[src/rtl/spram_arbiter_pkg.sv]
// Shared types and constants for the two-port SPRAM arbiter.
// Latency: none (types, constants and a pure function only).
// Backpressure: not applicable.
package spram_arbiter_pkg;

  localparam int ADDR_W = 14;
  localparam int DATA_W = 32;
  localparam int STRB_W = 4;
  localparam int MASK_W = 8;

  typedef enum logic [1:0] {
    ST_SLEEP  = 2'd0,
    ST_WAKE   = 2'd1,
    ST_READY  = 2'd2,
    ST_RDWAIT = 2'd3
  } state_t;

  // Reads enable every nibble of the macro's write mask.
  localparam logic [MASK_W-1:0] MASKWREN_RD = 8'hFF;

  // Each byte strobe covers two nibble-mask bits of the SPRAM macro.
  function automatic logic [MASK_W-1:0] expand_wstrb(input logic [STRB_W-1:0] wstrb);
    logic [MASK_W-1:0] m;
    m = '0;
    for (int b = 0; b < STRB_W; b++) begin
      m[2*b +: 2] = {2{wstrb[b]}};
    end
    return m;
  endfunction

endpackage

[src/rtl/spram_rr_arbiter.sv]
// Two-port round-robin grant with a last-granted pointer.
// Latency: grant is combinational from requests; pointer updates on the clock after a grant.
// Backpressure: grants only while i_en is high; ungranted requesters simply wait.
module spram_rr_arbiter (
  input  logic       clk,
  input  logic       rst_n,
  input  logic       i_en,
  input  logic [1:0] i_req,
  output logic [1:0] o_gnt
);

  // Port most recently granted; starts at 1 so port 0 wins first contention.
  logic r_last;

  // Single requester wins outright; on contention the port not granted last wins.
  always_comb begin
    o_gnt = 2'b00;
    if (i_en) begin
      if (i_req == 2'b11) begin
        o_gnt = r_last ? 2'b01 : 2'b10;
      end else begin
        o_gnt = i_req;
      end
    end
  end

  // Remember which port was granted so the other gets the next tie.
  always_ff @(posedge clk or negedge rst_n) begin
    if (!rst_n) begin
      r_last <= 1'b1;
    end else if (|o_gnt) begin
      r_last <= o_gnt[1];
    end
  end

endmodule

[src/rtl/spram_arbiter.sv]
// Two-port round-robin front end for a single-port SRAM with idle sleep and timed wake.
// Latency: writes complete in the grant cycle; read data returns exactly one cycle after grant.
// Backpressure: reqN_ready only in a READY grant cycle; requesters hold valid until ready.
module spram_arbiter
  import spram_arbiter_pkg::*;
#(
  parameter int IDLE_TIMEOUT = 64,
  parameter int WAKE_CYCLES  = 3
) (
  input  logic              clk,
  input  logic              rst_n,
  input  logic              req0_valid,
  output logic              req0_ready,
  input  logic              req0_we,
  input  logic [ADDR_W-1:0] req0_addr,
  input  logic [DATA_W-1:0] req0_wdata,
  input  logic [STRB_W-1:0] req0_wstrb,
  output logic              rsp0_valid,
  output logic [DATA_W-1:0] rsp0_rdata,
  input  logic              req1_valid,
  output logic              req1_ready,
  input  logic              req1_we,
  input  logic [ADDR_W-1:0] req1_addr,
  input  logic [DATA_W-1:0] req1_wdata,
  input  logic [STRB_W-1:0] req1_wstrb,
  output logic              rsp1_valid,
  output logic [DATA_W-1:0] rsp1_rdata,
  output logic [ADDR_W-1:0] mem_addr,
  output logic [DATA_W-1:0] mem_wdata,
  output logic [MASK_W-1:0] mem_maskwren,
  output logic              mem_wren,
  output logic              mem_cs,
  output logic              mem_sleep,
  input  logic [DATA_W-1:0] mem_rdata
);

  localparam logic [3:0] WAKE_LAST = 4'(WAKE_CYCLES - 1);

  state_t            r_state;
  logic [7:0]        r_idle;
  logic [3:0]        r_wake;
  logic              r_rd_port;
  logic [DATA_W-1:0] r_rdata0;
  logic [DATA_W-1:0] r_rdata1;

  state_t            w_state_nxt;
  logic [7:0]        w_idle_nxt;
  logic [3:0]        w_wake_nxt;
  logic              w_rd_port_nxt;
  logic [1:0]        w_req;
  logic [1:0]        w_gnt;
  logic              w_arb_en;
  logic              w_grant;
  logic              w_sel;
  logic              w_we;
  logic [ADDR_W-1:0] w_addr;
  logic [DATA_W-1:0] w_wdata;
  logic [STRB_W-1:0] w_wstrb;
  logic              w_idle_hit;

  assign w_req = {req1_valid, req0_valid};
  // Gating with rst_n keeps every memory strobe low while reset is held.
  assign w_arb_en = rst_n && (r_state == ST_READY);

  spram_rr_arbiter u_rr (
    .clk   (clk),
    .rst_n (rst_n),
    .i_en  (w_arb_en),
    .i_req (w_req),
    .o_gnt (w_gnt)
  );

  assign w_grant    = |w_gnt;
  assign w_sel      = w_gnt[1];
  assign w_we       = w_sel ? req1_we    : req0_we;
  assign w_addr     = w_sel ? req1_addr  : req0_addr;
  assign w_wdata    = w_sel ? req1_wdata : req0_wdata;
  assign w_wstrb    = w_sel ? req1_wstrb : req0_wstrb;
  // This idle cycle is the one that reaches the timeout.
  assign w_idle_hit = (IDLE_TIMEOUT != 0) && ((32'(r_idle) + 32'd1) == 32'(IDLE_TIMEOUT));

  // Memory side is driven straight from the granted request; quiet otherwise.
  always_comb begin
    req0_ready   = w_gnt[0];
    req1_ready   = w_gnt[1];
    mem_cs       = w_grant;
    mem_wren     = w_grant && w_we;
    mem_addr     = '0;
    mem_wdata    = '0;
    mem_maskwren = '0;
    if (w_grant) begin
      mem_addr     = w_addr;
      mem_wdata    = w_wdata;
      mem_maskwren = w_we ? expand_wstrb(w_wstrb) : MASKWREN_RD;
    end
  end

  assign mem_sleep  = (r_state == ST_SLEEP);
  assign rsp0_valid = (r_state == ST_RDWAIT) && !r_rd_port;
  assign rsp1_valid = (r_state == ST_RDWAIT) &&  r_rd_port;
  // Response data passes through in its valid cycle and is held afterwards.
  assign rsp0_rdata = rsp0_valid ? mem_rdata : r_rdata0;
  assign rsp1_rdata = rsp1_valid ? mem_rdata : r_rdata1;

  // Next-state, idle counter and wake counter decisions.
  always_comb begin
    w_state_nxt   = r_state;
    w_idle_nxt    = r_idle;
    w_wake_nxt    = r_wake;
    w_rd_port_nxt = r_rd_port;
    case (r_state)
      ST_READY: begin
        if (w_grant) begin
          if (!w_we) begin
            w_state_nxt   = ST_RDWAIT;
            w_rd_port_nxt = w_sel;
          end
        end else if (w_idle_hit) begin
          w_state_nxt = ST_SLEEP;
          w_idle_nxt  = '0;
        end else if (r_idle != 8'hFF) begin
          w_idle_nxt = r_idle + 8'd1;
        end
      end
      ST_RDWAIT: begin
        w_state_nxt = ST_READY;
      end
      ST_SLEEP: begin
        if (|w_req) begin
          w_state_nxt = ST_WAKE;
          w_wake_nxt  = '0;
        end
      end
      ST_WAKE: begin
        if (r_wake == WAKE_LAST) begin
          w_state_nxt = ST_READY;
          w_wake_nxt  = '0;
        end else begin
          w_wake_nxt = r_wake + 4'd1;
        end
      end
      default: begin
        w_state_nxt = ST_READY;
      end
    endcase
    if (|w_req) begin
      w_idle_nxt = '0;
    end
  end

  // State and counter registers.
  always_ff @(posedge clk or negedge rst_n) begin
    if (!rst_n) begin
      r_state   <= ST_READY;
      r_idle    <= '0;
      r_wake    <= '0;
      r_rd_port <= 1'b0;
    end else begin
      r_state   <= w_state_nxt;
      r_idle    <= w_idle_nxt;
      r_wake    <= w_wake_nxt;
      r_rd_port <= w_rd_port_nxt;
    end
  end

  // Capture read data so it stays stable after the response cycle.
  always_ff @(posedge clk or negedge rst_n) begin
    if (!rst_n) begin
      r_rdata0 <= '0;
      r_rdata1 <= '0;
    end else begin
      if (rsp0_valid) r_rdata0 <= mem_rdata;
      if (rsp1_valid) r_rdata1 <= mem_rdata;
    end
  end

endmodule
[config.mk]
export PLATFORM = sky130hd
export DESIGN_NAME = spram_arbiter
export DESIGN_NICKNAME = d
export VERILOG_FILES = /design/src/rtl/spram_arbiter_pkg.sv /design/src/rtl/spram_rr_arbiter.sv /design/src/rtl/spram_arbiter.sv
export SDC_FILE = /design/constraint.sdc
export NUM_CORES = 1
export LEC_CHECK = 0
export ABC_AREA = 1
export CORE_MARGIN = 2
export CORE_UTILIZATION = 30
export CTS_CLUSTER_DIAMETER = 60
export DETAILED_ROUTE_END_ITERATION = 10
export PLACE_DENSITY = 0.75
export SLEW_MARGIN = 15
export SYNTH_ARGS = -nofsm -noshare
export SYNTH_HDL_FRONTEND = slang
export SYNTH_SLANG_ARGS = --single-unit
[constraint.sdc]
create_clock -name clk -period 2.2 [get_ports clk]
set_input_delay 0.44 -clock clk [delete_from_list [all_inputs] [get_ports clk]]
set_output_delay 0.44 -clock clk [all_outputs]
set_load 0.03 [all_outputs]
## After elaboration in Yosys (flattened, before gate mapping)

Cells that the tools add are included.

| word-level totals | value |
|---|---|
| input bits | 138 |
| word-level logic and storage cells | 65 |
| output and inout bits | 125 |
| register bits | 80 |

| operators by class | value |
|---|---|
| reductions and logical operators | 15 |
| equality and inequality tests | 12 |
| bitwise logic cells | 1 |
| add/subtract/negate cells | 3 |
| mux-type cells | 27 |

Operator list:

| cell | number |
|---|---|
| two-way mux 32 bit | 4 |
| two-way mux 8 bit | 7 |
| two-way mux 14 bit | 2 |
| two-way mux 2 bit | 8 |
| two-way mux 4 bit | 3 |
| adder 8 x 1 -> 9 bit (second input constant) | 1 |
| equality test 9 x 7 -> 1 bit (second input constant) | 1 |
| adder 8 x 1 -> 8 bit (second input constant) | 1 |
| inequality test 8 bit (second input constant) | 1 |
| case mux 2 bit (4 select lines) | 1 |
| case mux 4 bit (2 select lines) | 1 |
| equality test 2 bit (second input constant) | 3 |
| inequality test 3 bit (second input constant) | 2 |
| AND reduction 3 bit | 2 |
| adder 4 x 1 -> 4 bit (second input constant) | 1 |
| equality test 4 x 2 -> 1 bit (second input constant) | 1 |
| logical AND 1 bit | 4 |
| inequality test 2 x 1 -> 1 bit (second input constant) | 2 |
| AND reduction 4 bit | 1 |
| nonzero test 2 bit | 2 |
| OR reduction 2 bit | 2 |
| nonzero test 3 bit | 1 |
| equality test 2 x 1 -> 1 bit (second input constant) | 1 |
| logical NOT 2 bit | 1 |
| 5 further kinds | 5 |

## Depth between registers and ports, before layout

Gate-level depths: netlist of run 1.

| logic depth | value |
|---|---|
| word-level depth | 7 |
| gate-level depth with buffers | 10 |
| gate-level depth less buffers | 10 |

## By module

From an unflattened synthesis of run 1, not the netlist that was laid out.

| unflattened totals | value |
|---|---|
| cells, all modules | 553 |
| area total of the unflattened synthesis | 4136.5 um^2 |

By module, submodules not included:

| module | sequential area each (um^2) | area each (um^2) | times used | cells each |
|---|---|---|---|---|
| spram_arbiter | 1978.1 | 4071.4 | 1 | 542 |
| spram_rr_arbiter | 26.3 | 65.1 | 1 | 11 |

## Worst setup path before layout of run 1

No wires, ideal clock.

| timing | value |
|---|---|
| kind | reg2out |
| start | reg r_state[1] |
| end | out rsp1_rdata[10] |
| data required time | 1.760 ns |
| path slack | -0.446 ns |
| path buffers | 1 |
| cell stages (with the launch flop) | 6 |
| arrival time | 2.206 ns |
| path through | dfstp_2 -> inv_2 -> nor3_2 -> inv_2 -> clkbuf_1 -> o21ai_0 |

| on the way | value |
|---|---|
| longest elaborated chain between the ends | 3 |

RTL lines:

| what | line | RTL |
|---|---|---|
| from (decl) | spram_arbiter.sv:39 | `state_t r_state;` |
| from (signal assigned) | spram_arbiter.sv:159 | `r_state <= w_state_nxt;` |
| equality test 2 bit | spram_arbiter.sv:100 | `assign rsp1_valid = (r_state == ST_RDWAIT) && r_rd_port;` |
| logical AND 1 bit | spram_arbiter.sv:100 |  |
| via rsp1_valid | spram_arbiter.sv:26 | `output logic rsp1_valid,` |
| two-way mux 32 bit | -- |  |
| to (decl) | spram_arbiter.sv:27 | `output logic [DATA_W-1:0] rsp1_rdata,` |

The timed path passes the listed nets, and every way through them passes these cells.

## Worst setup path in the final report of run 1

| timing | value |
|---|---|
| start | reg r_state[1] |
| end | out mem_wdata[10] |

| on the way | value |
|---|---|
| longest elaborated chain between the ends | 5 |
| elaborated cells on any way between the ends | 6 |
| those cells by class | 1 x eq/ne; 3 x mux; 2 x reduce/logical |

RTL lines:

| what | line | RTL |
|---|---|---|
| equality test 2 bit * | spram_arbiter.sv:63 | `assign w_arb_en = rst_n && (r_state == ST_READY);` |
| logical AND 1 bit * | spram_arbiter.sv:63 |  |
| two-way mux 2 bit * | spram_rr_arbiter.sv:18 | `if (i_en) begin` |
| two-way mux 32 bit / OR reduction 2 bit (equally long branches) | spram_arbiter.sv:77, spram_arbiter.sv:73 |  |
| two-way mux 32 bit * | spram_arbiter.sv:91 | `if (w_grant) begin` |
| to (decl) | spram_arbiter.sv:29 | `output logic [DATA_W-1:0] mem_wdata,` |

Every way passes the cells marked *; elsewhere a longest branch is shown, timed or not.

==> metrics list, run 1 <==
- In this run the mean area of a mapped cell was 7.51 µm².
- Cell accounting for the most synthesized area: sky130_fd_sc_hd__dfrtp_1
- Outcome: finished with violations
* Number of antenna violations at the first check in global routing: 4
- Final Max Slew Viols: 0
- For the final routed database, the setup TNS stands at -15340 ps.
* Clock slew at reported path FFs: 70 ps
- Core Rows: 42
* Peak supply drop: 0.515 mV
- Total power per unit cell area: 1370 mW/mm²
* Quantity of I/O buffers inserted on ports: 262
- Critical path class: reg2out
* Number of design-rule violations left by the first detailed-router iteration: 282
* Final number of setup-violating endpoints: 119
- For the worst flop-to-flop path, the logic depth is 12.
- Worst-path maximum fanout: 9
- Of the total power, registers draw 0.189.
* Fraction of power spent switching nets: 0.456
- Logic pwr share: 0.678
* Clock sinks: 80
- The floorplan step defined a die boundary enclosing 0.0147 mm².
- Derived from the worst setup path, the maximum achievable clock frequency is 418 MHz.
- Count of synthesis-stage warnings from yosys: 0
- From left edge to right edge, the die measures 121 µm.
* Worst hold path class: in2async
* Overall routing resource usage: 0.236
- Data arrives at the worst endpoint at 1950 ps.
- Clock tree from TritonCTS: built
- Maximum number of pins on one net before global-route repair: 81
* Placed cell count: 983
- Cell area after synthesis: 0.00412 mm²
- Least setup slack across all paths after layout: -192 ps
* Sequential element share of the synthesized area: 0.487
- Worst-Skew Late Latency: 330 ps
* Cell Int Power: 6.83 mW
* Final Hold Vio Count: 0
- WL/cell: 17.4 µm
- Starting density of the core: 0.308
* Slew of the pin with the lowest slew margin: 1020 ps
- Residual overflow from global routing: 0
- The detail route stage leaves a number of antenna-violating nets equal to 0.
* Number of global-route vias before repair: 5206
- The layout has 951 filler cells.
* Reg-to-reg critical path startpoint: r_state[1]
* Final period util: 1.09
- In this run the clock root is driven by a sky130_fd_sc_hd__clkbuf_16.
- Number of distinct library cells after synthesis: 26
- Endpoint kind of the worst setup timing path: primary output
* Nets: 988
* Wire length of the first global-routing pass: 26900 µm
* Maximum clock path buffer count: 2
- Routability-driven placement finished with a final weighted congestion of 0.863.
* Final critical path time including I/O delays and setup: 2390 ps
* Share of final-layout standard cells stronger than drive strength 1: 0.443
- Synthesis inferred 80 register bits.
* Static power due to leakage: 4.10 nW
* H-tree lvl count: 3
* Crit start category: flop
* Via density per instance: 4.82
- Synthesis produced a netlist with a net count of 690.
- Across the run, the number of max-cap violations was 0.
* Main area contributors after synthesis: sky130_fd_sc_hd__dfrtp_1 (47%), sky130_fd_sc_hd__nor2_1 (10%), sky130_fd_sc_hd__nand2_1 (9.5%), sky130_fd_sc_hd__o21ai_0 (9.4%), sky130_fd_sc_hd__o21ai_1 (6.1%)
- Die extent in y: 121 µm
- In the routed design, unresolved DRC markers number 0.
- Clock skew on the completed layout was measured at 12.0 ps.
- Non-filler instance count after layout: 1031
- In this run the count of I/O pins placed on the die edge is 263.
- Clock buffer count from CTS: 9
- For this block, the routed nets add up to 17900 µm of wire.
- Number of standard cells after synthesis: 548
* Portion of synthesized cell area occupied by the leading cell type: 0.474
- After floorplanning, the core was sized to cover 0.0133 mm².
* Final HPWL from detailed placement: 11300 µm
* Dpl cell area: 0.00709 mm²
- Total via count after detailed routing: 4973
- Portion of total power attributed to the clock network: 0.133
* Max-slew headroom: 0.319
- TritonRoute pass-1 iters: 4
- The checks that failed: setup timing.
- RSZ-0062 raised after global routing: yes
- Summed over all nets, the switching power comes to 5.74 mW.
- The finished cells cover 0.00917 mm².
* Worst hold margin: 404 ps
* Reg-to-reg setup timing slack: 450 ps
- Compared with the post-synthesis result, the final layout area differs by 123%.
* Capture instance of the worst register-to-register path: r_state[0]
- For the worst setup path, the data required time is 1760 ps.
## state kept, by name, summed over array words and instances (netlist names)
register / count
r_rdata0: 32
r_rdata1: 32
r_idle: 8
r_wake: 4
r_state: 2
r_rd_port: 1
u_rr.r_last: 1
## cells in the final DEF (no fill, tap or decap), drive strengths merged
cell           instances
dlygate4sd2            3
clkinvlp               1
clkdlybuf4s50        134
dfstp                  2
bufinv                 2
o21ai                127
a21oi                  6
diode                  4
ha                     4
o31ai                  1
clkinv                 1
a211oi                 1
o211ai                 1
nor3                   3
buf                  180
xor2                   2
dfrtp                 78
nor2                 114
xnor2                  1
dlymetal6s2s           1
nand3                 12
clkbuf                11
nand2                104
nand4                  4
inv                   58
## cells in the mapped netlist, drive strengths merged
master    n
o31ai     1
nand3    12
o211ai    1
xnor2     1
ha        4
inv      55
nor3      3
nand2   104
o21ai   127
nand4     4
xor2      2
nor2    114
dfstp     2
a21oi     6
buf      21
clkbuf   12
dfrtp    78
a211oi    1
## per-layer routing
layer,vias to the layer above,global-route usage,share of wire
met5,-,0,0
met4,0,0.110,0.031
met3,33,0.0564,0.064
met2,201,0.442,0.55
met1,2381,0.248,0.36
li1,2358,-,-
## worst max path at each step
| stage | depth (start not counted) | to | slack (ps) | start |
|---|---|---|---|---|
| after floorplan | 5 | rsp1_rdata[10] | -180 | r_state[1] |
| after global placement | 8 | mem_maskwren[2] | -720 | req1_valid |
| after detailed placement | 8 | mem_maskwren[2] | -710 | req1_valid |
| after CTS | 10 | mem_maskwren[5] | -210 | r_state[1] |
| after global routing | 10 | mem_maskwren[4] | -270 | r_state[1] |
| final | 8 | mem_wdata[10] | -190 | r_state[1] |
## power groups by stage
| stage | registers, mW | clock network, mW | logic [mW] |
|---|---|---|---|
| after floorplan | 2.32 | 0 | 3.94 |
| after global placement | 2.32 | 0 | 6.28 |
| after detailed placement | 2.35 | 0 | 6.36 |
| after CTS | 2.36 | 1.70 | 8.21 |
| after global routing | 2.43 | 1.77 | 8.96 |
| final | 2.37 | 1.68 | 8.52 |
## metrics by stage
| stage | setup WS (ps) | utilization | total power [mW] |
|---|---|---|---|
| 2_1_floorplan | -176 | - | 6.26 |
| 3_3_place_gp | -717 | 0.531 | 8.60 |
| 3_5_place_dp | -710 | 0.531 | 8.71 |
| 4_1_cts | -206 | 0.657 | 12.3 |
| 5_1_grt | -274 | 0.687 | 13.2 |
| 6_report | -192 | 0.687 | 12.6 |
## cell families (layout without fill, tap and decap cells)
logic type | after synthesis | in the layout | share of synthesized area
and+or+nand+nor | 237 | 237 | 0.230
AOI/OAI and AO/OA | 136 | 136 | 0.167
buffers and inverters | 88 | 391 | 0.0972
DFF | 80 | 80 | 0.487
adders and majority gates | 4 | 4 | 0.0122
xor gates and xnor gates | 3 | 3 | 0.00638
other | 0 | 4 | 0
## layout make-up
| type | instances | area [µm²] | share of cell area |
|---|---|---|---|
| antenna | 4 | 10.0 | 0.00109 |
| clock buffer | 9 | 225 | 0.0246 |
| clock inverter | 7 | 113 | 0.0123 |
| inverter | 55 | 226 | 0.0247 |
| multi-input combinational | 380 | 2740 | 0.298 |
| sequential | 80 | 2000 | 0.219 |
| tap | 176 | 220 | 0.0240 |
| timing repair buffer | 320 | 3640 | 0.396 |
## worst max-delay path, cell delays in order, from the launching register on
cell and delay [ps]:
sky130_fd_sc_hd__dfstp_2 550, sky130_fd_sc_hd__nand3_4 110, sky130_fd_sc_hd__nor2_4 180, sky130_fd_sc_hd__buf_12 140, sky130_fd_sc_hd__inv_12 60, sky130_fd_sc_hd__buf_16 150, sky130_fd_sc_hd__o21ai_2 200, sky130_fd_sc_hd__nor2_4 70
sky130_fd_sc_hd__buf_12 140
## timing repair
action                                  CTS  global route
gates cloned                             14             2
setup buffers                             8             6
hold buffers                              0             0
pin swaps                                23            22
endpoints found under the setup margin  121           122
gates resized for setup                 262            68
(Power assumes the default switching activity.)
==> run 2: changes to the inputs <==
==> constraint.sdc (replaced) <==
create_clock -name clk -period 2.2 [get_ports clk]
set_input_delay 0.33 -clock clk [delete_from_list [all_inputs] [get_ports clk]]
set_output_delay 0.33 -clock clk [all_outputs]
set_load 0.03 [all_outputs]
==> run 2 against run 1 <==
The run still ends with setup timing left. Largest power group unchanged. Utilization fell by 7.0 points. Fmax rose by 4.0%. Clock-buffer cell count did not move. Sequential share of layout area rose by 2.5 points.
==> metrics list, run 2 (synthesis results as in run 1) <==
- Tot Pwr: 11.0 mW (-12%)
- The worst register-to-register path ends at r_idle[6].
- Final period util: 1.05 (-0.0419)
- Endpoint kind of the worst setup timing path: primary output
- The maximum achievable frequency is 435 MHz (+4.0%).
- The tightest slew margin relative to the limit is 0.340 (+0.0205).
- Crit start category: flop
* Maximum number of pins on one net before global-route repair: 81 (unchanged)
* Overall die area: 0.0147 mm² (unchanged)
- Final HPWL from detailed placement: 11000 µm (-3.0%)
* WL/cell: 15.6 µm (-10%)
- Total via count after detailed routing: 4782 (-3.8%)
- Routed wire length: 15900 µm (-11%)
* Via density per instance: 4.69 (-2.7%)
- The critical path ends at mem_wdata[2].
- The maximum fanout along the worst path was 8 (-1).
- Leaving out fill and tap cells, the most frequent cell in the layout is sky130_fd_sc_hd__clkdlybuf4s50_1.
- The run finished, with violations left.
* Launching element of the worst setup path: r_state[1]
- The final antenna-violating net count came to 0 (unchanged).
- Clock buffer count from CTS: 9 (unchanged)
- The standby leakage power is 3.83 nW (-6.6%).
* Area growth from synthesis to layout: 100%
- Die extent in y: 121 µm (unchanged)
- Core area: 0.0133 mm² (unchanged)
- The worst ir drop on vdd came to 0.460 mV (-11%).
- TritonCTS built the clock tree.
- Worst hold margin: 301 ps (-103 ps)
* Max Cap Violations: 0 (unchanged)
- The arrival time reported for the critical path endpoint came to 1970 ps (+20 ps).
- The floorplan die width is 121 µm (unchanged).
* Final Hold Vio Count: 0 (unchanged)
* Number of filler instances in the final layout: 1135 (+19%)
* Most frequent cells in the layout: sky130_fd_sc_hd__clkdlybuf4s50_1 (137), sky130_fd_sc_hd__buf_4 (119), sky130_fd_sc_hd__o21ai_2 (101), sky130_fd_sc_hd__nand2_1 (100), sky130_fd_sc_hd__nor2_1 (88)
- The minimum period implied by the final worst setup slack came to 2300 ps (-92.1 ps).
- # diodes: 0 (-4)
- The worst setup margin came to -100 ps (+92.1 ps).
- Quantity of I/O buffers inserted on ports: 262 (unchanged)
- In this run the worst hold path is classified as in2async.
* Master of the slowest instance on the critical path: sky130_fd_sc_hd__dfstp_2
- Number of DRC violations after detailed routing: 0 (unchanged)
* Critical path class: reg2out
- Clock Skews: 6.38 ps (-5.66 ps)
- The initial cell density of the core was 0.308 (unchanged).
- By instance count, the cell type seen most on the critical path is sky130_fd_sc_hd__buf_12.
- Worst EP required: 1870 ps (+110 ps)
- The clock network latency to the later pin of the worst-skew pair is 330 ps (about the same).
- Cell-by-cell trace of the critical path: nand3_4 -> nor2_4 -> buf_12 -> buf_12 -> buf_12 -> nor2_1 -> nor2_2 -> buf_6
- Post-layout util: 0.617 (-0.0703)
- Total power per unit cell area: 1340 mW/mm² (-2.4%)
- RSZ-0062 raised after global routing: yes
- I/O pins: 263 (unchanged)
- The worst-margin pin slew was 990 ps (-30.8 ps).
* Number of global-route vias before repair: 4699 (-9.7%)
- Core Rows: 42 (unchanged)
- The final max-slew violation count came to 0 (unchanged).
* Number of design-rule violations left by the first detailed-router iteration: 245 (-13%)
- The final reports fail on setup timing.
* Nets: 980 (-0.81%)
- Maximum clock path buffer count: 2 (unchanged)
- Delay of the slowest cell on the worst path: 590 ps (+40 ps)
* Reg-to-reg critical path startpoint: r_state[1]
- The number of search-and-repair iterations in the first detailed-routing pass came to 4 (unchanged).
- The total overflow reported by the global router is 0 (unchanged).
* Clock sinks: 80 (unchanged)
- The wire length of the first global-routing pass came to 23000 µm (-14%).
* Clock slew at reported path FFs: 60 ps (about the same)
- Worst-case reg-to-reg path depth: 10 (-2)
* Setup TNS after final layout: -1680 ps (+13660 ps)
- Overall routing resource usage: 0.197 (-0.0397)
- The final weighted congestion in routability-driven placement was 0.852 (-1.3%).
- The initial antenna violation count was 0 (-4).
- Largest registers ranked by flip-flop count: r_rdata0: 32 flops, r_rdata1: 32 flops, r_idle: 8 flops
* Final number of setup-violating endpoints: 70 (-41%)
- Clock root buffer: sky130_fd_sc_hd__clkbuf_16
* Number of buffers inserted for hold repair after clock tree synthesis: 0 (unchanged)
- Reg-to-reg setup timing slack: 340 ps (-110 ps)
- Share of final-layout standard cells stronger than drive strength 1: 0.400 (-0.0432)
- The number of H-tree levels was 3 (unchanged).
## run 2: routing by layer
layer  GRT usage  vias to the layer above  wire [µm]
met1       0.218                     2225       5990
met4      0.0675                        0        471
met3      0.0404                       30        897
met5           0                        -          0
met2       0.369                      181       8590
li1            -                     2346          -
## run 2: through the flow
step,area [µm²],instances,setup WS (ps)
final,8230,1019,-100
after global routing,8230,1019,-139
after CTS,7520,1000,-59.9
after detailed placement,7020,974,-72.4
after global placement,7020,974,-73.9
after floorplan,4370,548,-53.2
## run 2: critical path, delay by kind of cell (launching register included)
kind / cells / cell delay, ps
flops: 1 / 590
buf+inv: 4 / 550
simple gates: 4 / 490
## run 2: worst min path at each step
stage                        end  depth (start not counted)
detailed placement  r_rdata0[13]                          2
global placement     r_rdata1[0]                          2
floorplan              r_idle[0]                          0
global route         r_rdata0[8]                          2
CTS                 r_rdata1[15]                          2
finish               r_rdata0[2]                          2
## run 2: final cells by class
type,count,area (µm²),share of cell area
multi-input cells,380,2310,0.281
repair buffers,312,3160,0.384
flip-flops and latches,80,2000,0.243
clock inverters,7,86.3,0.0105
clock buffers,9,225,0.0274
inverters,55,226,0.0275
well taps,176,220,0.0267
## run 2: where the power goes
part | leakage, nW | total [mW] | switching [mW] | internal [mW]
sequential | 0.991 | 2.35 | 0.216 | 2.13
clock | 0.150 | 1.54 | 0.637 | 0.905
combinational | 2.68 | 7.12 | 4.32 | 2.81
total | 3.83 | 11.0 | 5.17 | 5.84
## run 2: timing repair
| action | CTS | global route |
|---|---|---|
| buffers inserted | 9 | 12 |
| gates cloned | 1 | 8 |
| resized for setup | 40 | 124 |
| pin swaps | 10 | 31 |
| setup endpoints to repair | 106 | 111 |
==> run 3: changes to the inputs <==
Settings changed: CORE_ASPECT_RATIO set to 0.6, CORE_MARGIN 2 to not set.
Clock period 2.2 ns to 2.4 ns, I/O delays scaled along.
==> run 3 against run 2 <==
The run now ends clean. Largest power group unchanged. Global-route usage fell by 0.78 points. Largest cell class unchanged. Register-to-register slack improved by 210 ps. Via count fell by 7.2%.
==> metrics list, run 3 (synthesis results as in run 1) <==
* Outcome: completed
- Subtracting the final worst setup slack from the clock period gives 2340 ps.
- The clock edge transition at the registers on the reported setup and hold paths came to 60 ps (about the same).
* Achievable clock frequency: 427 MHz
- The average vias per placed instance came to 4.51 (-3.8%).
* Number of post-CTS setup repair buffers: 0 (-9)
- Area growth from synthesis to layout: 73.1%
* Maximum number of pins on one net before global-route repair: 81 (unchanged)
- The via count of the routed design came to 4440 (-7.2%).
- The wire length of the first global-routing pass came to 21600 µm (-6.2%).
* Max Cap Violations: 0 (unchanged)
- The count of final setup violators is 0 (-100%).
- The CTS sink count came to 80 (unchanged).
- The final weighted congestion in routability-driven placement is 0.868 (+1.9%).
- Leaving out fill and tap cells, the most frequent cell in the layout is sky130_fd_sc_hd__clkdlybuf4s50_1.
- Maximum clock path buffer count: 2 (unchanged)
- The average wire per standard cell is 13.9 µm (-11%).
- Most frequent cells in the layout: sky130_fd_sc_hd__clkdlybuf4s50_1 (137), sky130_fd_sc_hd__buf_4 (129), sky130_fd_sc_hd__nor2_1 (111), sky130_fd_sc_hd__nand2_1 (103), sky130_fd_sc_hd__o21ai_1 (84)
* Placed cell count: 967 (-0.72%)
- The fraction of layout cells with a size suffix above 1 is 0.236 (-0.164).
- The worst ir drop on vdd was 0.874 mV (+90%).
- Worst hold margin: 306 ps (+5.09 ps)
* Total power per unit cell area: 1260 mW/mm² (-5.9%)
* Number of design-rule violations left by the first detailed-router iteration: 219 (-11%)
- Number of buffers inserted for hold repair after clock tree synthesis: 0 (unchanged)
* Clock Skews: 13.0 ps (+6.63 ps)
- STA classifies the critical path endpoint as a primary output.
- The worst setup path is of the reg2out kind.
- Non-filler instance count after layout: 984 (-3.4%)
- The total clock buffers created by CTS was 9 (unchanged).
- Setup repair after global routing could not meet its margin everywhere.
- The I/O pin count came to 263 (unchanged).
- The post-route setup TNS is 0 ps (+1680 ps).
- The number of search-and-repair iterations in the first detailed-routing pass is 5 (+1).
- Core area: 0.0131 mm² (-1.9%)
* Tot Pwr: 8.97 mW (-19%)
* Die Span X: 153 µm (+26%)
* Starting density of the core: 0.315 (+0.00601)
- Of the available clock period, the critical path in the final layout requires 0.976.
- STA classifies the critical path startpoint as a flop.
* Overall routing resource usage: 0.189 (-0.00783)
* Capture instance of the worst register-to-register path: r_idle[5]
- The final hold violation count came to 0 (unchanged).
- The standby leakage power came to 3.47 nW (-9.4%).
* Core Rows: 32 (-24%)
* Clock tree from TritonCTS: built
* H-tree lvl count: 3 (unchanged)
- Number of global-route vias before repair: 4138 (-12%)
- The total length of routed wires is 13600 µm (-14%).
* Number of antenna violations at the first check in global routing: 0 (unchanged)
- Residual overflow from global routing: 0 (unchanged)
* Worst EP required: 2040 ps (+170 ps)
* Final Instance Area: 0.00713 mm² (-13%)
* Number of DRC violations after detailed routing: 0 (unchanged)
* Nets: 951 (-3.0%)
* Overall die area: 0.0142 mm² (-3.2%)
* Final HPWL from detailed placement: 10100 µm (-8.3%)
- The depth of the most critical reg-to-reg path is 9 (-1).
* Number of nets still failing antenna checks after routing: 0 (unchanged)
* Reg-to-reg setup timing slack: 550 ps (+210 ps)
- Clock root buffer: sky130_fd_sc_hd__clkbuf_16
* Max-slew headroom: 0.331 (-0.00929)
- Slew of the pin with the lowest slew margin: 1000 ps (+13.9 ps)
* Reg-to-reg critical path startpoint: r_idle[1]
- The min-delay analysis places its worst path in the category in2async.
- Worst-Skew Late Latency: 340 ps (about the same)
* Die extent in y: 92.8 µm (-23%)
- The number of I/O port buffers was 262 (unchanged).
- The arrival time reported for the critical path endpoint was 1980 ps (about the same).
* Final Max Slew Viols: 0 (unchanged)
* Largest registers ranked by flip-flop count: r_rdata0: 32 flops, r_rdata1: 32 flops, r_idle: 8 flops
* # diodes: 0 (unchanged)
* Worst-path maximum fanout: 27 (+19)
* Dpl cell area: 0.00665 mm² (-5.3%)
[run 3: cell count changes in the layout (fill, tap and decap cells not counted), sizes merged]
cell / change
buf: -25
bufinv: -1
clkbuf: -5
clkinv: -1
dlymetal6s2s: +1
inv: +2
[run 3: power by group]
group / internal, mW / leakage, nW / total (mW) / switching (mW)
combinational: 1.99 / 2.33 / 5.50 / 3.51
sequential: 1.95 / 0.991 / 2.14 / 0.188
clock: 0.734 / 0.143 / 1.33 / 0.596
total: 4.67 / 3.47 / 8.97 / 4.29
[run 3: worst max-delay path by stage]
stage,from,end,slack [ps],cells after the start
6_report,r_state[1],mem_maskwren[4],60,7
5_1_grt,r_state[1],rsp1_rdata[6],-30,7
4_1_cts,r_state[1],rsp1_rdata[3],3,7
3_5_place_dp,req0_valid,mem_addr[0],-100,8
3_3_place_gp,req1_valid,mem_addr[0],-120,8
2_1_floorplan,r_state[1],rsp1_rdata[10],-170,5
[run 3: layer usage]
layer | up-vias | global-route usage | part of all wire
li1 | 2283 | - | -
met1 | 2013 | 0.278 | 0.51
met2 | 135 | 0.277 | 0.43
met3 | 9 | 0.0510 | 0.059
met4 | 0 | 0.0295 | 0.0057
met5 | - | 0 | 0
[run 3: what timing repair did]
item | 4_1_cts | 5_1_grt
setup endpoints to repair | 18 | 70
resized for setup | 16 | 43
gates cloned | 0 | 1
pin swaps | 1 | 2
hold endpoints to repair | 0 | 0
[run 3: final cells by class]
cell class              instances  area (µm²)
well taps                     170         213
repair buffers                283        2600
flip-flops and latches         80        2000
clock inverters                 7        67.6
fillers                      1222        5960
clock buffers                   9         225
multi-input cells             380        1810
inverters                      55         206
[run 3: critical path, cell delays in order (launching register included)]
cell                      delay (ps)
sky130_fd_sc_hd__dfstp_2         550
sky130_fd_sc_hd__nand3_4         110
sky130_fd_sc_hd__nor2_4          110
sky130_fd_sc_hd__buf_4           160
sky130_fd_sc_hd__buf_12          170
sky130_fd_sc_hd__nor2_1           80
sky130_fd_sc_hd__o21ai_2         280
sky130_fd_sc_hd__buf_6           180
[run 3: per-stage QoR]
step	utilization	setup WS (ps)
3_3_place_gp	0.508	-116
4_1_cts	0.532	3.44
2_1_floorplan	-	-166
3_5_place_dp	0.508	-98.7
5_1_grt	0.544	-32.0
6_report	0.544	56.8
==> RTL change 1 (config.mk and constraints of run 3) <==
`ADDR_W`: 14 -> 16.
--- a/src/rtl/spram_arbiter_pkg.sv
+++ b/src/rtl/spram_arbiter_pkg.sv
@@ -3,7 +3,7 @@
 // Backpressure: not applicable.
 package spram_arbiter_pkg;
 
-  localparam int ADDR_W = 14;
+  localparam int ADDR_W = 16;
   localparam int DATA_W = 32;
   localparam int STRB_W = 4;
   localparam int MASK_W = 8;
Interface: changed (resized mem_addr, req0_addr and req1_addr); port bits go from 263 to 269. The function was not compared with the original's and may differ.
==> RTL change 1 against run 3 <==
- clock power rose by 14%
- sequential cell count did not move
- combinational power rose by 1%
- setup slack got worse by 39 ps
- final area rose by 4.8%
- synthesized area fell by 0.21%
- power rose by 2.9%
- wire length rose by 0.37%
- synthesized cell count rose by 0.18%
- worst hold slack improved by 94 ps
==> RTL change 1: results (changes against run 3) <==
status:
  status: "finished, final reports clean"
final_layout:
  clock_area_frac: 0.04507  # +0.003992
  nNonClkInverters: 54  # -1.8%
  drive_gt1_frac: 0.2570  # +0.02113
  buffers: 287  # +1.4%
  sh_seq_area: 0.2684  # -0.01281
  multi_input_area_share: 0.2552  # +0.0006322
  num-nets-final: 962  # +1.2%
  fillCellCount: 1207  # -1.2%
  buf_share: 0.3751  # +0.01070
  multi_input_comb_cells: 384  # +1.1%
grt:
  grt_max_degree: 76  # -6.2%
  antenna_found_initial: 0  # unchanged
  globalRouteMet3Util: 0.05054  # -0.0004679
  grt_most_used_layer: "met1"
  grt_pass1_vias: 4184  # +1.1%
  grt_use_met1: 0.2742  # -0.003489
  met2_usage: 0.2679  # -0.009132
  grt_pass1_wl_um: 21060  # -2.4%
route:
  drtIter0Drc: 215  # -1.8%
  drtPass1Iterations: 4  # -1
  routedWlPerCell_um: 13.82  # -0.34%
  wl_met3_um: 755  # -5.7%
  wl_met1_um: 6795  # -1.5%
sta:
  tightest_slew_ps: 940.2  # -63.79 ps
  slew_viol_final: 0  # unchanged
  skew_ps: 9.493  # -3.514 ps
pwr:
  pg_seq_uw: 2150
  p_total_uw: 9226  # +2.9%
  vdd_drop_max_uv: 777.2  # -11%
  power.leakage_uw: 0.003581  # +3.3%
  p_comb_frac: 0.603  # -0.010
cts:
  cts.repair.resized: 8  # -8
  hold_buffers: 1  # +1
  cts_setup_buffers: 2  # +2
synthesis:
  ys_types: 25  # -3.8%
  ys_top_cells_by_count: "197 x nand2_1, 78 x dfrtp_1, 76 x o21ai_0, 52 x a21oi_1, 49 x inv_1"
  seq_area_frac_synth: 0.4878  # +0.001038
  synth_fp_nets: 695  # +0.72%
  netlist_top_cells_area: "dfrtp_1 48%, nand2_1 18%, o21ai_0 9.3%, a21oi_1 6.3%, inv_1 4.5%"
die:
  num_rows: 32  # unchanged
placement:
  io_buffers: 268  # +2.3%
  dp_hpwl_um: 10060  # about the same
critical_path:
  cp.arrival_ps: 2020  # +40 ps
  cp_slowest_stage_delay_ps: 580  # +30 ps
==> RTL change 1: cell count changes after synthesis, sizes merged, moves of 2 or more <==
cell           run 3  this run
nand2            104       198
nor2             114        23
a21oi              6        53
o21ai            127        83
buf               21        16
clkbuf            12        15
o22ai              0         2
==> RTL change 1: worst max-delay path, delay by kind of cell (launching register included) <==
family                 cells  cell delay, ps
buffers and inverters      3             380
and+or+nand+nor            4             520
DFF                        1             580
AOI/OAI and AO/OA          1             200
==> RTL change 1: final timing paths <==
kind,to,slack [ps],cells after the start,from
max in group asynchronous,r_rdata0[16]$_DFF_PN0_,860,3,rst_n
min in group clk,r_rdata1[28]$_DFF_PN0_,500,2,r_rdata1[28]$_DFF_PN0_
hold reg to reg,r_rdata1[28]$_DFF_PN0_,500,2,r_rdata1[28]$_DFF_PN0_
hold / removal,r_rdata0[28]$_DFF_PN0_,400,2,rst_n
setup / recovery,mem_wdata[19],20,8,r_state[1]$_DFFE_PN1P_
setup reg to reg,r_state[1]$_DFFE_PN1P_,620,10,r_state[1]$_DFFE_PN1P_
==> RTL change 1: logic make-up (layout without fill, tap and decap cells) <==
logic type,after synthesis,count (layout),synth area share
DFF,80,80,0.4878
and+or+nand+nor,238,238,0.2366
buffers and inverters,85,357,0.08557
xor gates and xnor gates,2,2,0.004264
AOI/OAI and AO/OA,140,140,0.1736
adders and majority gates,4,4,0.01218
==> RTL change 1: through the flow <==
stage               utilization  TNS [ps]  instances  instance area [sq um]  worst slack [ps]
global placement         0.5190         0        969                   6795             149.2
detailed placement       0.5190         0        969                   6795             130.2
CTS                      0.5482         0        988                   7177             1.592
global route             0.5704     -2095        991                   7468            -75.87
floorplan                     -     -1919        549                   4109            -183.3
finish                   0.5704         0        991                   7468             18.26
==> RTL change 2 (config.mk and constraints of run 3) <==
Without the edit above. Re-encode `state_t` (4 states) as one-hot, 4 bits wide.
--- a/src/rtl/spram_arbiter_pkg.sv
+++ b/src/rtl/spram_arbiter_pkg.sv
@@ -8,11 +8,11 @@
   localparam int STRB_W = 4;
   localparam int MASK_W = 8;
 
-  typedef enum logic [1:0] {
-    ST_SLEEP  = 2'd0,
-    ST_WAKE   = 2'd1,
-    ST_READY  = 2'd2,
-    ST_RDWAIT = 2'd3
+  typedef enum logic [3:0] {
+    ST_SLEEP  = 4'b0001,
+    ST_WAKE   = 4'b0010,
+    ST_READY  = 4'b0100,
+    ST_RDWAIT = 4'b1000
   } state_t;
 
   // Reads enable every nibble of the macro's write mask.
Behaviour: same outputs for any inputs over 10 cycles, from zero or initial values and one cycle with rst_n low; not proved beyond that.
==> RTL change 2 against run 3 <==
- synthesized area is 4.3% higher
- clock skew is 5.7 ps lower
- cell count grew 5.3%
- critical endpoint is now mem_addr[5]
- critical path type unchanged
- final area up 4.0%
- core utilization down 0.67 points
- sequential share of layout area is 0.42 points lower
- die area is 4.2% higher
- wire length rose by 9.7%
- power decreased by 8.7%
- sequential cell count rose by 2
- setup slack got worse by 7.7 ps
- non-clock buffer count rose by 10
- worst hold slack lost 240 ps
==> RTL change 2: results (changes against run 3) <==
grt:
  grt_pass1_vias: 4246  # +2.6%
  grt_pass1_wl_um: 23120  # +7.1%
  grt_max_degree: 66  # -19%
  grt_usage: 0.2040  # +0.01529
route:
  drtIter0Drc: 346  # +58%
  routedWlPerCell_um: 14.44  # +4.2%
  finalWirelength_um: 14960  # +9.7%
  met2_wirelength_um: 6554  # +12%
  wl_met1_um: 7633  # +11%
  vias_per_cell: 4.360  # -3.4%
final_layout:
  num-nets-final: 982  # +3.3%
  drive_gt1_frac: 0.2571  # +0.02124
  fillCellCount: 1321  # +8.1%
pwr:
  pg_comb_uw: 4690  # -15%
  vdd_drop_max_uv: 642.4  # -26%
  switching_share: 0.4469  # -0.03181
  power.leakage_uw: 0.003724  # +7.4%
  p_total_uw: 8190  # -8.7%
synthesis:
  netlist_top_cells_area: "dfrtp_1 47%, nand2_1 9.7%, nor2_1 9.3%, o21ai_0 9.0%, inv_1 5.2%"
  synth_fp_nets: 711  # +3.0%
  ys_types: 29  # +12%
  ys_top_cells_by_count: "111 x nand2_1, 106 x nor2_1, 80 x dfrtp_1, 77 x o21ai_0, 59 x inv_1"
  seq_area_frac_synth: 0.4786  # -0.008204
sta:
  skew_ps: 7.275  # -5.732 ps
  max_slew_margin: 0.5195  # +0.1888
placement:
  place_area_sq_um: 7003  # +5.3%
  dp_cells: 1018  # +5.3%
  dp_hpwl_um: 11650  # +16%
  place_congestion: 0.9137  # +5.2%
critical_path:
  r2r_end: "r_idle[6]$_DFFE_PN0P_"
  cp_slowest_stage_delay_ps: 530  # -20 ps
  worstSetupStartpoint: "r_state[2]$_DFFE_PN1P_"
status:
  status: "finished, final reports clean"
-- RTL change 2: cell count changes after synthesis, moves of 3 or more --
| cell | delta |
|---|---|
| clkbuf_1 | -4 |
| buf_4 | +4 |
| buf_2 | +7 |
| o21ai_1 | -6 |
| inv_2 | +3 |
| inv_1 | +9 |
| nor2_1 | -6 |
| nand3_1 | +4 |
| buf_6 | -5 |
| nand2_1 | +7 |
| o221ai_1 | +4 |
| a21oi_1 | -5 |
| nand2_2 | +4 |
-- RTL change 2: through the flow --
stage               setup WS [ps]  hold slack [ps]
global route               -47.86            50.21
finish                      49.05            61.82
floorplan                   42.26            64.41
CTS                         5.586            38.60
global placement           -293.8            209.0
detailed placement         -309.7            208.2
-- RTL change 2: how the worst min path moves through the flow --
| stage | end | from | cells past startpoint |
|---|---|---|---|
| 3_5_place_dp | r_idle[3]$_DFFE_PN0P_ | rst_n | 1 |
| 5_1_grt | u_rr.r_last$_DFFE_PN1N_ | rst_n | 1 |
| 4_1_cts | u_rr.r_last$_DFFE_PN1N_ | rst_n | 1 |
| 6_report | u_rr.r_last$_DFFE_PN1N_ | rst_n | 1 |
| 2_1_floorplan | r_idle[0]$_DFFE_PN0P_ | rst_n | 0 |
| 3_3_place_gp | r_idle[3]$_DFFE_PN0P_ | rst_n | 1 |
-- RTL change 2: layout make-up --
class	instances	area (sq um)	area share
clock buffer	10	239.0	0.03223
sequential	82	2054	0.2770
clock inverter	5	55.05	0.007424
tap	192	240.2	0.03239
inverter	67	259.0	0.03492
multi-input combinational	387	1907	0.2571
timing repair buffer	293	2661	0.3589
-- RTL change 2: timing repair --
action	CTS	global route
setup buffers	0	2
endpoints found under the hold margin	3	0
setup endpoints to repair	41	71
resized for setup	37	53
gates cloned	0	1
pin swaps	0	5
hold buffers	1	0
-- RTL change 2: per-layer routing --
metal | global-route usage | vias up
met5 | 0 | -
met4 | 0.03840 | 0
met3 | 0.03855 | 12
met2 | 0.2995 | 122
met1 | 0.3095 | 2031
li1 | - | 2352
-- RTL change 2: cell families (layout without fill, tap and decap cells) --
| group | after synthesis | after routing | synth area share |
|---|---|---|---|
| buffers and inverters | 100 | 375 | 0.1006 |
| adder cells (fa/ha/maj) | 4 | 4 | 0.01166 |
| XOR/XNOR | 2 | 2 | 0.004081 |
| flip-flops | 82 | 82 | 0.4786 |
| AO/OA/AOI/OAI | 131 | 131 | 0.1594 |
| AND/OR/NAND/NOR | 250 | 250 | 0.2457 |
-- RTL change 2: worst max-delay path, delay by kind of cell (launching register included) --
| kind | cells | cell delay, ps |
|---|---|---|
| buf+inv | 2 | 390 |
| flops | 1 | 530 |
| simple gates | 5 | 670 |
| compound gates | 1 | 70 |
